--- src/rtl/alu_cmd_sequencer_if.sv ---
// ---------------------------------------------------------------------------
// alu_cmd_sequencer_if
// Bundles the command handshake, the ALU operand/result wires, the response
// handshake and the completed-op counter of alu_cmd_sequencer.
//   master : the sequencer's view (drives cmd_ready, alu_*, rsp_*, op_count)
//   slave  : the surrounding system's view (command source, ALU, consumer)
// ---------------------------------------------------------------------------
interface alu_cmd_sequencer_if;
    // Command handshake
    logic       cmd_valid;
    logic       cmd_ready;
    logic [1:0] cmd_op;
    logic [3:0] cmd_a;
    logic [3:0] cmd_b;
    // Registered ALU inputs
    logic [3:0] alu_a;
    logic [3:0] alu_b;
    logic [1:0] alu_s;
    // Combinational ALU outputs
    logic [3:0] sum_add;
    logic       carry_add;
    logic [3:0] sum_sub;
    logic       carry_sub;
    logic       greater;
    logic       equal;
    logic       less;
    logic [3:0] out_and;
    // Response handshake
    logic       rsp_valid;
    logic       rsp_ready;
    logic [1:0] rsp_op;
    logic [3:0] rsp_result;
    logic [2:0] rsp_flags;
    logic [7:0] op_count;

    modport master (
        input  cmd_valid, cmd_op, cmd_a, cmd_b,
        input  sum_add, carry_add, sum_sub, carry_sub,
        input  greater, equal, less, out_and,
        input  rsp_ready,
        output cmd_ready, alu_a, alu_b, alu_s,
        output rsp_valid, rsp_op, rsp_result, rsp_flags, op_count
    );

    modport slave (
        output cmd_valid, cmd_op, cmd_a, cmd_b,
        output sum_add, carry_add, sum_sub, carry_sub,
        output greater, equal, less, out_and,
        output rsp_ready,
        input  cmd_ready, alu_a, alu_b, alu_s,
        input  rsp_valid, rsp_op, rsp_result, rsp_flags, op_count
    );
endinterface

--- src/rtl/alu_cmd_sequencer.sv ---
// ---------------------------------------------------------------------------
// alu_cmd_sequencer
// Clocked, flow-controlled front-end for a combinational 4-bit ALU. Accepts
// one command per valid/ready handshake, holds the ALU inputs for
// SETTLE_CYCLES clocks, captures the selected result into a packed response
// and holds it until the consumer takes it.
// Ports:
//   clk  - rising-edge clock
//   rst  - asynchronous active-high reset
//   bus  - alu_cmd_sequencer_if.master: command, ALU and response signals
// Parameter:
//   SETTLE_CYCLES - clocks the ALU inputs are held before sampling (1..15)
// ---------------------------------------------------------------------------
module alu_cmd_sequencer #(
    parameter int unsigned SETTLE_CYCLES = 1
) (
    input  logic                  clk,
    input  logic                  rst,
    alu_cmd_sequencer_if.master   bus
);

    typedef enum logic [1:0] {
        IDLE   = 2'd0,
        SETTLE = 2'd1,
        RESP   = 2'd2
    } state_t;

    localparam logic [3:0] SETTLE_LOAD = 4'(SETTLE_CYCLES - 1);

    state_t     state_q, state_d;
    logic [3:0] cnt_q, cnt_d;
    logic [3:0] alu_a_q, alu_a_d;
    logic [3:0] alu_b_q, alu_b_d;
    logic [1:0] alu_s_q, alu_s_d;
    logic [1:0] rsp_op_q, rsp_op_d;
    logic [3:0] rsp_result_q, rsp_result_d;
    logic [2:0] rsp_flags_q, rsp_flags_d;
    logic [7:0] op_count_q, op_count_d;

    // Packs {result, flags} for the selected operation.
    function automatic logic [6:0] capture(
        input logic [1:0] sel,
        input logic [3:0] sum_add,
        input logic       carry_add,
        input logic [3:0] sum_sub,
        input logic       carry_sub,
        input logic       greater,
        input logic       equal,
        input logic       less,
        input logic [3:0] out_and
    );
        logic [6:0] r;
        case (sel)
            2'b00:   r = {sum_add, 2'b00, carry_add};
            2'b01:   r = {sum_sub, 2'b00, carry_sub};
            2'b10:   r = {4'b0000, greater, equal, less};
            default: r = {out_and, 3'b000};
        endcase
        return r;
    endfunction

    // State register
    always_ff @(posedge clk or posedge rst) begin
        if (rst) begin
            state_q      <= IDLE;
            cnt_q        <= '0;
            alu_a_q      <= '0;
            alu_b_q      <= '0;
            alu_s_q      <= '0;
            rsp_op_q     <= '0;
            rsp_result_q <= '0;
            rsp_flags_q  <= '0;
            op_count_q   <= '0;
        end else begin
            state_q      <= state_d;
            cnt_q        <= cnt_d;
            alu_a_q      <= alu_a_d;
            alu_b_q      <= alu_b_d;
            alu_s_q      <= alu_s_d;
            rsp_op_q     <= rsp_op_d;
            rsp_result_q <= rsp_result_d;
            rsp_flags_q  <= rsp_flags_d;
            op_count_q   <= op_count_d;
        end
    end

    // Next-state logic; every register holds unless its state says otherwise
    always_comb begin
        state_d      = state_q;
        cnt_d        = cnt_q;
        alu_a_d      = alu_a_q;
        alu_b_d      = alu_b_q;
        alu_s_d      = alu_s_q;
        rsp_op_d     = rsp_op_q;
        rsp_result_d = rsp_result_q;
        rsp_flags_d  = rsp_flags_q;
        op_count_d   = op_count_q;
        case (state_q)
            IDLE: begin
                if (bus.cmd_valid) begin
                    alu_a_d = bus.cmd_a;
                    alu_b_d = bus.cmd_b;
                    alu_s_d = bus.cmd_op;
                    cnt_d   = SETTLE_LOAD;
                    state_d = SETTLE;
                end
            end
            SETTLE: begin
                if (cnt_q == 4'd0) begin
                    rsp_op_d = alu_s_q;
                    {rsp_result_d, rsp_flags_d} = capture(alu_s_q,
                        bus.sum_add, bus.carry_add, bus.sum_sub, bus.carry_sub,
                        bus.greater, bus.equal, bus.less, bus.out_and);
                    state_d = RESP;
                end else begin
                    cnt_d = cnt_q - 4'd1;
                end
            end
            RESP: begin
                if (bus.rsp_ready) begin
                    op_count_d = op_count_q + 8'd1;
                    state_d    = IDLE;
                end
            end
            default: state_d = IDLE;
        endcase
    end

    // Outputs: handshake flags decode from state only, no input feed-through
    always_comb begin
        bus.cmd_ready  = (state_q == IDLE);
        bus.rsp_valid  = (state_q == RESP);
        bus.alu_a      = alu_a_q;
        bus.alu_b      = alu_b_q;
        bus.alu_s      = alu_s_q;
        bus.rsp_op     = rsp_op_q;
        bus.rsp_result = rsp_result_q;
        bus.rsp_flags  = rsp_flags_q;
        bus.op_count   = op_count_q;
    end

endmodule

--- src/flat_wrapper.sv ---
// flat-port wrapper written by rule: the top's interface ports become plain ports
module alu_cmd_sequencer_flat 
#(
    parameter int unsigned SETTLE_CYCLES = 1
)
  (clk, rst, bus_cmd_valid, bus_cmd_op, bus_cmd_a, bus_cmd_b, bus_sum_add, bus_carry_add, bus_sum_sub, bus_carry_sub, bus_greater, bus_equal, bus_less, bus_out_and, bus_rsp_ready, bus_cmd_ready, bus_alu_a, bus_alu_b, bus_alu_s, bus_rsp_valid, bus_rsp_op, bus_rsp_result, bus_rsp_flags, bus_op_count);
  alu_cmd_sequencer_if bus_i ();
  input  logic clk;
  input  logic rst;
  input wire logic [$bits(bus_i.cmd_valid)-1:0] bus_cmd_valid;
  input wire logic [$bits(bus_i.cmd_op)-1:0] bus_cmd_op;
  input wire logic [$bits(bus_i.cmd_a)-1:0] bus_cmd_a;
  input wire logic [$bits(bus_i.cmd_b)-1:0] bus_cmd_b;
  input wire logic [$bits(bus_i.sum_add)-1:0] bus_sum_add;
  input wire logic [$bits(bus_i.carry_add)-1:0] bus_carry_add;
  input wire logic [$bits(bus_i.sum_sub)-1:0] bus_sum_sub;
  input wire logic [$bits(bus_i.carry_sub)-1:0] bus_carry_sub;
  input wire logic [$bits(bus_i.greater)-1:0] bus_greater;
  input wire logic [$bits(bus_i.equal)-1:0] bus_equal;
  input wire logic [$bits(bus_i.less)-1:0] bus_less;
  input wire logic [$bits(bus_i.out_and)-1:0] bus_out_and;
  input wire logic [$bits(bus_i.rsp_ready)-1:0] bus_rsp_ready;
  output wire logic [$bits(bus_i.cmd_ready)-1:0] bus_cmd_ready;
  output wire logic [$bits(bus_i.alu_a)-1:0] bus_alu_a;
  output wire logic [$bits(bus_i.alu_b)-1:0] bus_alu_b;
  output wire logic [$bits(bus_i.alu_s)-1:0] bus_alu_s;
  output wire logic [$bits(bus_i.rsp_valid)-1:0] bus_rsp_valid;
  output wire logic [$bits(bus_i.rsp_op)-1:0] bus_rsp_op;
  output wire logic [$bits(bus_i.rsp_result)-1:0] bus_rsp_result;
  output wire logic [$bits(bus_i.rsp_flags)-1:0] bus_rsp_flags;
  output wire logic [$bits(bus_i.op_count)-1:0] bus_op_count;
  assign bus_i.cmd_valid = bus_cmd_valid;
  assign bus_i.cmd_op = bus_cmd_op;
  assign bus_i.cmd_a = bus_cmd_a;
  assign bus_i.cmd_b = bus_cmd_b;
  assign bus_i.sum_add = bus_sum_add;
  assign bus_i.carry_add = bus_carry_add;
  assign bus_i.sum_sub = bus_sum_sub;
  assign bus_i.carry_sub = bus_carry_sub;
  assign bus_i.greater = bus_greater;
  assign bus_i.equal = bus_equal;
  assign bus_i.less = bus_less;
  assign bus_i.out_and = bus_out_and;
  assign bus_i.rsp_ready = bus_rsp_ready;
  assign bus_cmd_ready = bus_i.cmd_ready;
  assign bus_alu_a = bus_i.alu_a;
  assign bus_alu_b = bus_i.alu_b;
  assign bus_alu_s = bus_i.alu_s;
  assign bus_rsp_valid = bus_i.rsp_valid;
  assign bus_rsp_op = bus_i.rsp_op;
  assign bus_rsp_result = bus_i.rsp_result;
  assign bus_rsp_flags = bus_i.rsp_flags;
  assign bus_op_count = bus_i.op_count;
  alu_cmd_sequencer #(.SETTLE_CYCLES(SETTLE_CYCLES)) u_core (.clk(clk), .rst(rst), .bus(bus_i));
endmodule
--- config.mk ---
export PLATFORM = sky130hd
export DESIGN_NAME = alu_cmd_sequencer_flat
export DESIGN_NICKNAME = d
export VERILOG_FILES = /design/src/rtl/alu_cmd_sequencer_if.sv /design/src/rtl/alu_cmd_sequencer.sv /design/src/flat_wrapper.sv
export SDC_FILE = /design/constraint.sdc
export NUM_CORES = 1
export LEC_CHECK = 0
export ABC_AREA = 0
export CAP_MARGIN = 20
export CORE_ASPECT_RATIO = 0.5
export CORE_MARGIN = 10
export CORE_UTILIZATION = 43
export CTS_CLUSTER_SIZE = 16
export DETAILED_ROUTE_END_ITERATION = 12
export HOLD_SLACK_MARGIN = 0.06
export PLACE_DENSITY = 0.79
export SLEW_MARGIN = 20
export SYNTH_ARGS = -nofsm -noshare
export SYNTH_HDL_FRONTEND = slang
export SYNTH_SLANG_ARGS = --single-unit
--- constraint.sdc ---
create_clock -name clk -period 1.9 [get_ports clk]
set_input_delay 0.19 -clock clk [delete_from_list [all_inputs] [get_ports clk]]
set_output_delay 0.19 -clock clk [all_outputs]
set_load 0.005 [all_outputs]
==> flow_summary.ini, run 1 <==
[outcome]
outcome = finished, final reports clean

[drt]
drt_iter0_drc = 47
vias = 1147
drtPass1Iterations = 4
wl_per_cell_um = 15.8
drcViolationCount = 0
final_antenna_net_count = 0
routed_wl_um = 3800
viasPerCell = 4.76

[clocking]
htree_levels = 2
cts_tree = done
clockRootBuffer = clkbuf_8
cts_sinks = 33
clk_latency_ns = 0.29
post-cts-setup-buffer-count = 0
holdBufCountCts = 0
cts_max_path_buffers = 2
path_clk_slew_ns = 0.07
cts_inserted_buffers = 5
cts_resized = 0

[yosys]
syn_inst = 126
synthFlopType = dfrtp_1
ys_top_cells_by_count = dfrtp_1, mux2_2, o21ai_0
ys_types = 30
synth_top_area_share_pct = 53.5
synthArstFlopShare_pct = 100
ys_seq_area_share_pct = 53.5
synthTopCellsByArea = dfrtp_1, mux2_2, mux2_4, mux2i_1, o21ai_0
syn-num-nets = 159
synth-edff-count = 0
synth_area_mm2 = 0.00154
synth_most_common_cell = dfrtp_1
avgSynthCellArea_um2 = 12.2
ys_ff_latch = 33
ys.warnings.count = 0
synth_area_leader_cell = dfrtp_1

[sta]
rsz0062_at_grt = no
skew_ns = 0.00780
finalCriticalPeriod_ns = 1.77
post-route-period-util_pct = 93.1
setup-tns-final_ns = 0
finalSetupViolCount = 0
max_freq_ghz = 0.565
finalHoldViolCount = 0
tightest_slew_ns = 0.515
slew_headroom_pct = 65.7
drv_slew = 0

[grt]
grt-ovfl-total = 0
grtUsageTotal_pct = 11.7
grt_pass1_vias = 1196
grt_max_degree = 34
antenna_found_initial = 0
grt_pass1_wl_um = 6110

[worst_setup_path]
endpoint_kind = register
crit_required_ns = 2.07
critPathMaxFanout = 10
crit_cells = 5
r2r-end = u_core.bus.rsp_result[0]
crit_buf_inv = 1
start_kind = register
arrival_ns = 1.94
rrSetupSlack_ns = 0.13
crit_path_top_delay_cell = dfrtp_1
cpPeakStageDelay_ns = 0.40
startpoint = u_core.cnt_q[1]
cp_top_family = simple AND/OR/NAND/NOR gates
path_cells = inv_1 -> ha_1 -> nor3b_1 -> nand2_2 -> mux2_2
reg2reg_depth = 5
crit_path_end = u_core.bus.rsp_result[0]
crit_type = reg2reg
r2r-start = u_core.cnt_q[1]

[finish]
fin_area_mm2 = 0.00228
layout.nets = 222
drive_above_1_share_pct = 14.7
diodes = 0
nFillCells = 277
multi_input_area_um2 = 647
fin_cells = 241
area_growth_pct = 48.1
layout.area.seq_um2 = 826

[placement]
hpwl_um = 2930
dpl_cell_area_mm2 = 0.00217
dp.cells = 233
gp_congestion = 0.798
port_buffers = 59

[floorplan]
core_area_mm2 = 0.00343
ios = 60
dieWidth_um = 105
rows = 15
dieHeight_um = 62.4
start_util_pct = 44.9
dieArea_mm2 = 0.00653

[power]
p_leak_nw = 1.02
peakVddDrop_uv = 656
cellPowerDensity_mw_per_mm2 = 1460

[flow_run]
drv_cap = 0

[worst_hold_path]
hold_class = in2async
worst min-delay path by stage:
| stage | to | slack [ns] | cells after the start |
|---|---|---|---|
| global route | u_core.bus.op_count[2] | 0.35 | 3 |
| global placement | u_core.bus.op_count[7] | 0.46 | 1 |
| CTS | u_core.bus.op_count[3] | 0.29 | 3 |
| finish | u_core.state_q[0] | 0.28 | 3 |
| detailed placement | u_core.bus.op_count[7] | 0.46 | 1 |
| floorplan | u_core.state_q[1] | 0.30 | 1 |
stage by stage:
stage	hold WS (ns)	setup slack [ns]	total power [mW]	utilization, %
floorplan	0.297	0.406	1.99	-
global placement	0.456	0.255	2.63	63.1
detailed placement	0.460	0.173	2.68	63.1
CTS	0.288	0.146	3.39	66.5
global route	0.353	0.0226	3.56	66.5
finish	0.280	0.130	3.34	66.5
worst register-to-register path, cell delays in order (launching register included):
cell	delay, ns
dfrtp_1	0.40
inv_1	0.09
ha_1	0.17
nor3b_1	0.40
nand2_2	0.25
mux2_2	0.33
area by class of cell:
cell class	count	area share, %
Clock buffer	7	3.78
Sequential cell	33	36.1
Tap cell	51	2.79
Clock inverter	1	1.31
Multi-Input combinational cell	81	28.3
Inverter	7	1.15
Timing Repair Buffer	61	26.5
report_power, final:
| part | leakage (nW) | switching (mW) | internal, mW |
|---|---|---|---|
| clock network | 0.0585 | 0.263 | 0.428 |
| logic | 0.557 | 0.500 | 0.903 |
| registers | 0.408 | 0.266 | 0.985 |
| total | 1.02 | 1.03 | 2.32 |
sequential cells by signal (all words and copies together) (netlist names):
signal / flops
u_core.bus.alu_a: 4
u_core.bus.alu_b: 4
u_core.bus.alu_s: 2
u_core.bus.op_count: 8
u_core.bus.rsp_flags: 3
u_core.bus.rsp_op: 2
u_core.bus.rsp_result: 4
u_core.cnt_q: 4
u_core.state_q: 2
metal layers:
metal | track usage [%] | routed length, um | vias up
met5 | 0 | 0 | -
met2 | 20.6 | 1980 | 22
li1 | - | - | 563
met4 | 5.61 | 60 | 0
met1 | 12.5 | 1610 | 555
met3 | 4.01 | 152 | 7
placed cells by master (no fill, tap or decap), types with 2 or more instances in the layout:
| cell | count |
|---|---|
| clkdlybuf4s50_1 | 59 |
| dfrtp_1 | 33 |
| o21ai_0 | 11 |
| mux2_2 | 11 |
| nand3_1 | 8 |
| mux2i_1 | 7 |
| inv_1 | 7 |
| mux2_4 | 7 |
| nand2_1 | 6 |
| clkbuf_8 | 6 |
| nor3_1 | 4 |
| xor2_1 | 4 |
| xnor2_1 | 3 |
| nor2_1 | 3 |
| nor2b_1 | 2 |
| or3b_1 | 2 |
| ha_1 | 2 |
| buf_4 | 2 |
cells by family after synthesis:
| logic type | count (synthesis) | synth area share, % |
|---|---|---|
| adder cells (fa/ha/maj) | 2 | 1.62 |
| AND/OR/NAND/NOR | 33 | 11.7 |
| multiplexers | 25 | 19.4 |
| flip-flops | 33 | 53.5 |
| buffers and inverters | 12 | 4.54 |
| XOR/XNOR | 7 | 3.97 |
| AO/OA/AOI/OAI | 14 | 5.27 |
(Power assumes the default switching activity.)
==> inputs of run 2 (changes only) <==
PLACE_DENSITY = 0.81   (was 0.79)
==> flow_summary.ini, run 2 (synthesized netlist as in run 1, its figures left out) <==
[worst_setup_path]
path_cells = clkdlybuf4s50_1
endpoint_kind = output pin
crit_cells = 1
crit_required_ns = 1.71
rrSetupSlack_ns = 0.31
reg2reg_depth = 5
startpoint = u_core.bus.alu_s[0]
r2r-end = u_core.bus.rsp_result[1]
crit_type = reg2out
start_kind = register
cpPeakStageDelay_ns = 0.66
cp_top_family = flip-flops
crit_path_end = bus_alu_s[0]
r2r-start = u_core.cnt_q[1]
crit_buf_inv = 1
critPathMaxFanout = 13
arrival_ns = 1.56
crit_path_top_delay_cell = dfrtp_1

[drt]
drtPass1Iterations = 4
final_antenna_net_count = 0
viasPerCell = 4.80
wl_per_cell_um = 15.5
drt_iter0_drc = 42
routed_wl_um = 3730
drcViolationCount = 0
vias = 1151

[clocking]
holdBufCountCts = 0
cts_sinks = 33
cts_max_path_buffers = 2
htree_levels = 2
clockRootBuffer = clkbuf_8
path_clk_slew_ns = 0.07
cts_tree = done
clk_latency_ns = 0.28
cts_inserted_buffers = 5

[outcome]
outcome = finished, final reports clean

[floorplan]
ios = 60
start_util_pct = 44.9
dieHeight_um = 62.4
dieWidth_um = 105
dieArea_mm2 = 0.00653
core_area_mm2 = 0.00343
rows = 15

[placement]
dp_slack_ns = 0.172
port_buffers = 59
gp_congestion = 0.785
hpwl_um = 2970

[worst_hold_path]
hold_class = in2async

[grt]
grt_pass1_wl_um = 6010
grt-ovfl-total = 0
grtUsageTotal_pct = 11.3
grt_max_degree = 34
grt_pass1_vias = 1171
antenna_found_initial = 0

[power]
internal_power_mw = 2.18
switching_share_pct = 31.5
p_leak_nw = 1.01
p_sw_mw = 1.01
cellPowerDensity_mw_per_mm2 = 1410
clockPowerShare_pct = 16.3
p_comb_share_pct = 44.4
peakVddDrop_uv = 609
p_seq_share_pct = 39.2

[sta]
finalCriticalPeriod_ns = 1.75
tightest_slew_ns = 0.504
setup-tns-final_ns = 0
post-route-period-util_pct = 92.2
finalSetupViolCount = 0
finalWorstSetupSlack_ns = 0.147
skew_ns = 0.00780
slew_headroom_pct = 66.4
rsz0062_at_grt = no
finalHoldViolCount = 0
hold_slack_ns = 0.298
max_freq_ghz = 0.571
drv_slew = 0

[finish]
layout_commonest_cell = clkdlybuf4s50_1
nFillCells = 261
multi_input_area_um2 = 652
layout.area.seq_um2 = 826
layout.nets = 222
final_cell_mix = clkdlybuf4s50_1, dfrtp_1, o21ai_0, mux2_2, nand3_1
drive_above_1_share_pct = 14.8
area_growth_pct = 46.5
diodes = 0
largest_reg_flops = 8

[flow_run]
drv_cap = 0
run 2: through the flow:
| stage | total power [mW] | instance area, um^2 | util [%] | cells |
|---|---|---|---|---|
| global route | 3.42 | 2260 | 65.8 | 240 |
| global placement | 2.62 | 2170 | 63.1 | 233 |
| finish | 3.19 | 2260 | 65.8 | 240 |
| floorplan | 1.99 | 1540 | - | 126 |
| CTS | 3.23 | 2250 | 65.6 | 240 |
| detailed placement | 2.70 | 2170 | 63.1 | 233 |
run 2: what timing repair did:
item,CTS,global route
gates resized for setup,0,1
setup endpoints to repair,0,7
buffers inserted,0,0
hold endpoints to repair,0,0
run 2: routing by layer:
metal	track usage (%)	share of wire, %	up-vias
met2	20.0	53	21
met1	12.7	43	559
li1	-	-	566
met5	0	0	-
met3	3.29	3.5	5
met4	3.74	0.78	0
run 2: worst min-delay path by stage:
| stage | start | to | slack (ns) | cells after the start |
|---|---|---|---|---|
| after floorplan | bus_rsp_ready | u_core.state_q[1] | 0.30 | 1 |
| after global placement | u_core.bus.op_count[7] | u_core.bus.op_count[7] | 0.46 | 1 |
| after detailed placement | u_core.bus.op_count[5] | u_core.bus.op_count[5] | 0.49 | 1 |
| after CTS | rst | u_core.state_q[0] | 0.31 | 3 |
| after global routing | rst | u_core.state_q[0] | 0.34 | 3 |
| final | rst | u_core.state_q[0] | 0.30 | 3 |
run 2: power by group through the flow:
| stage | combinational (mW) | clock (mW) | sequential, mW |
|---|---|---|---|
| after floorplan | 0.800 | 0 | 1.19 |
| after global placement | 1.38 | 0 | 1.25 |
| after detailed placement | 1.44 | 0 | 1.26 |
| after CTS | 1.44 | 0.539 | 1.25 |
| after global routing | 1.54 | 0.573 | 1.30 |
| final | 1.42 | 0.520 | 1.25 |
run 2: layout make-up:
class / instances / area share (%)
inverter: 7 / 1.16
sequential: 33 / 36.5
clock buffer: 7 / 3.82
multi-input combinational: 81 / 28.8
tap: 51 / 2.82
timing repair buffer: 61 / 26.8
==> inputs of run 3 (changes only) <==
ABC_CLOCK_PERIOD_IN_PS = 1900   (was default)
GPL_TIMING_DRIVEN = 0   (was default)
==> flow_summary.ini, run 3 (synthesized netlist as in run 1, its figures left out) <==
[worst_setup_path]
endpoint_kind = output pin
crit_type = reg2out
r2r-end = u_core.cnt_q[1]
startpoint = u_core.state_q[0]
rrSetupSlack_ns = 0.26
r2r-start = u_core.cnt_q[1]
crit_path_end = bus_rsp_valid
start_kind = register
critPathMaxFanout = 7
reg2reg_depth = 6
arrival_ns = 1.52
crit_required_ns = 1.71

[drt]
viasPerCell = 4.71
drcViolationCount = 0
drtPass1Iterations = 3
drt_iter0_drc = 20
vias = 1149
wl_per_cell_um = 14.9
routed_wl_um = 3650
final_antenna_net_count = 0

[grt]
grt_max_degree = 34
antenna_found_initial = 0
grt-ovfl-total = 0
grt_pass1_vias = 1166
grtUsageTotal_pct = 11.4
grt_pass1_wl_um = 6090

[clocking]
holdBufCountCts = 0
cts_tree = done
cts_max_path_buffers = 2
clockRootBuffer = clkbuf_8
post-cts-setup-buffer-count = 0
cts_inserted_buffers = 5
path_clk_slew_ns = 0.07
clk_latency_ns = 0.28
htree_levels = 2
cts_sinks = 33

[finish]
layout.nets = 225
final_cell_mix = clkdlybuf4s50_1, dfrtp_1, o21ai_0, mux2_2, nand3_1
largest_reg_flops = 8
area_growth_pct = 48.3
drive_above_1_share_pct = 16.6
layout_commonest_cell = clkdlybuf4s50_1
fin_area_mm2 = 0.00229
diodes = 0
final_util_pct = 66.6
fin_cells = 244

[sta]
setup-tns-final_ns = 0
hold_slack_ns = 0.324
finalCriticalPeriod_ns = 1.71
rsz0062_at_grt = no
skew_ns = 0.00724
drv_slew = 0
post-route-period-util_pct = 90.1
tightest_slew_ns = 0.672
max_freq_ghz = 0.584
slew_headroom_pct = 55.1
finalWorstSetupSlack_ns = 0.188
finalSetupViolCount = 0
finalHoldViolCount = 0

[placement]
dpl_cell_area_mm2 = 0.00220
gp_congestion = 0.721
dp_slack_ns = 0.152
hpwl_um = 2920
dp.cells = 236
port_buffers = 59

[power]
peakVddDrop_uv = 760
p_leak_nw = 1.02
cellPowerDensity_mw_per_mm2 = 1400
finalPower_mw = 3.21

[floorplan]
dieArea_mm2 = 0.00653
ios = 60
start_util_pct = 44.9
core_area_mm2 = 0.00343
dieHeight_um = 62.4
rows = 15
dieWidth_um = 105

[outcome]
outcome = finished, final reports clean

[flow_run]
drv_cap = 0

[worst_hold_path]
hold_class = in2async
==> run 3: worst min-delay path by stage <==
stage	cells past startpoint	startpoint	slack, ns	end
global placement	1	u_core.bus.op_count[7]	0.46	u_core.bus.op_count[7]
CTS	2	rst	0.34	u_core.state_q[0]
finish	2	rst	0.32	u_core.cnt_q[0]
global route	2	rst	0.39	u_core.bus.op_count[5]
detailed placement	1	u_core.bus.op_count[7]	0.46	u_core.bus.op_count[7]
floorplan	1	bus_rsp_ready	0.30	u_core.state_q[1]
==> run 3: final cells by class <==
| class | instances | area, um^2 |
|---|---|---|
| clock inverters | 3 | 17.5 |
| plain buffers | 5 | 43.8 |
| inverters | 7 | 26.3 |
| multi-input cells | 81 | 652 |
| fillers | 261 | 1150 |
| well taps | 51 | 63.8 |
| repair buffers | 59 | 591 |
| flip-flops and latches | 33 | 826 |
| clock buffers | 5 | 68.8 |
==> run 3: metal layers <==
layer,global-route usage (%),share of wire [%],up-vias
met1,13.5,43,551
met5,0,0,-
met3,3.29,3.7,4
li1,-,-,574
met2,19.7,53,20
met4,3.57,0.88,0
==> run 3: power by group <==
part	total (mW)	leakage (nW)	internal [mW]	switching, mW
sequential	1.19	0.408	0.987	0.202
combinational	1.51	0.572	0.949	0.564
clock	0.508	0.0439	0.252	0.255
==> run 3: critical path: stages, from the launching register on <==
cell and delay [ns]:
dfrtp_1 0.44, or2b_1 0.25, inv_1 0.05, clkdlybuf4s50_1 0.50
==> run 3: timing repair <==
action / in CTS / in global routing
resized for setup: 0 / 1
setup endpoints to repair: 0 / 7
hold endpoints to repair: 0 / 0
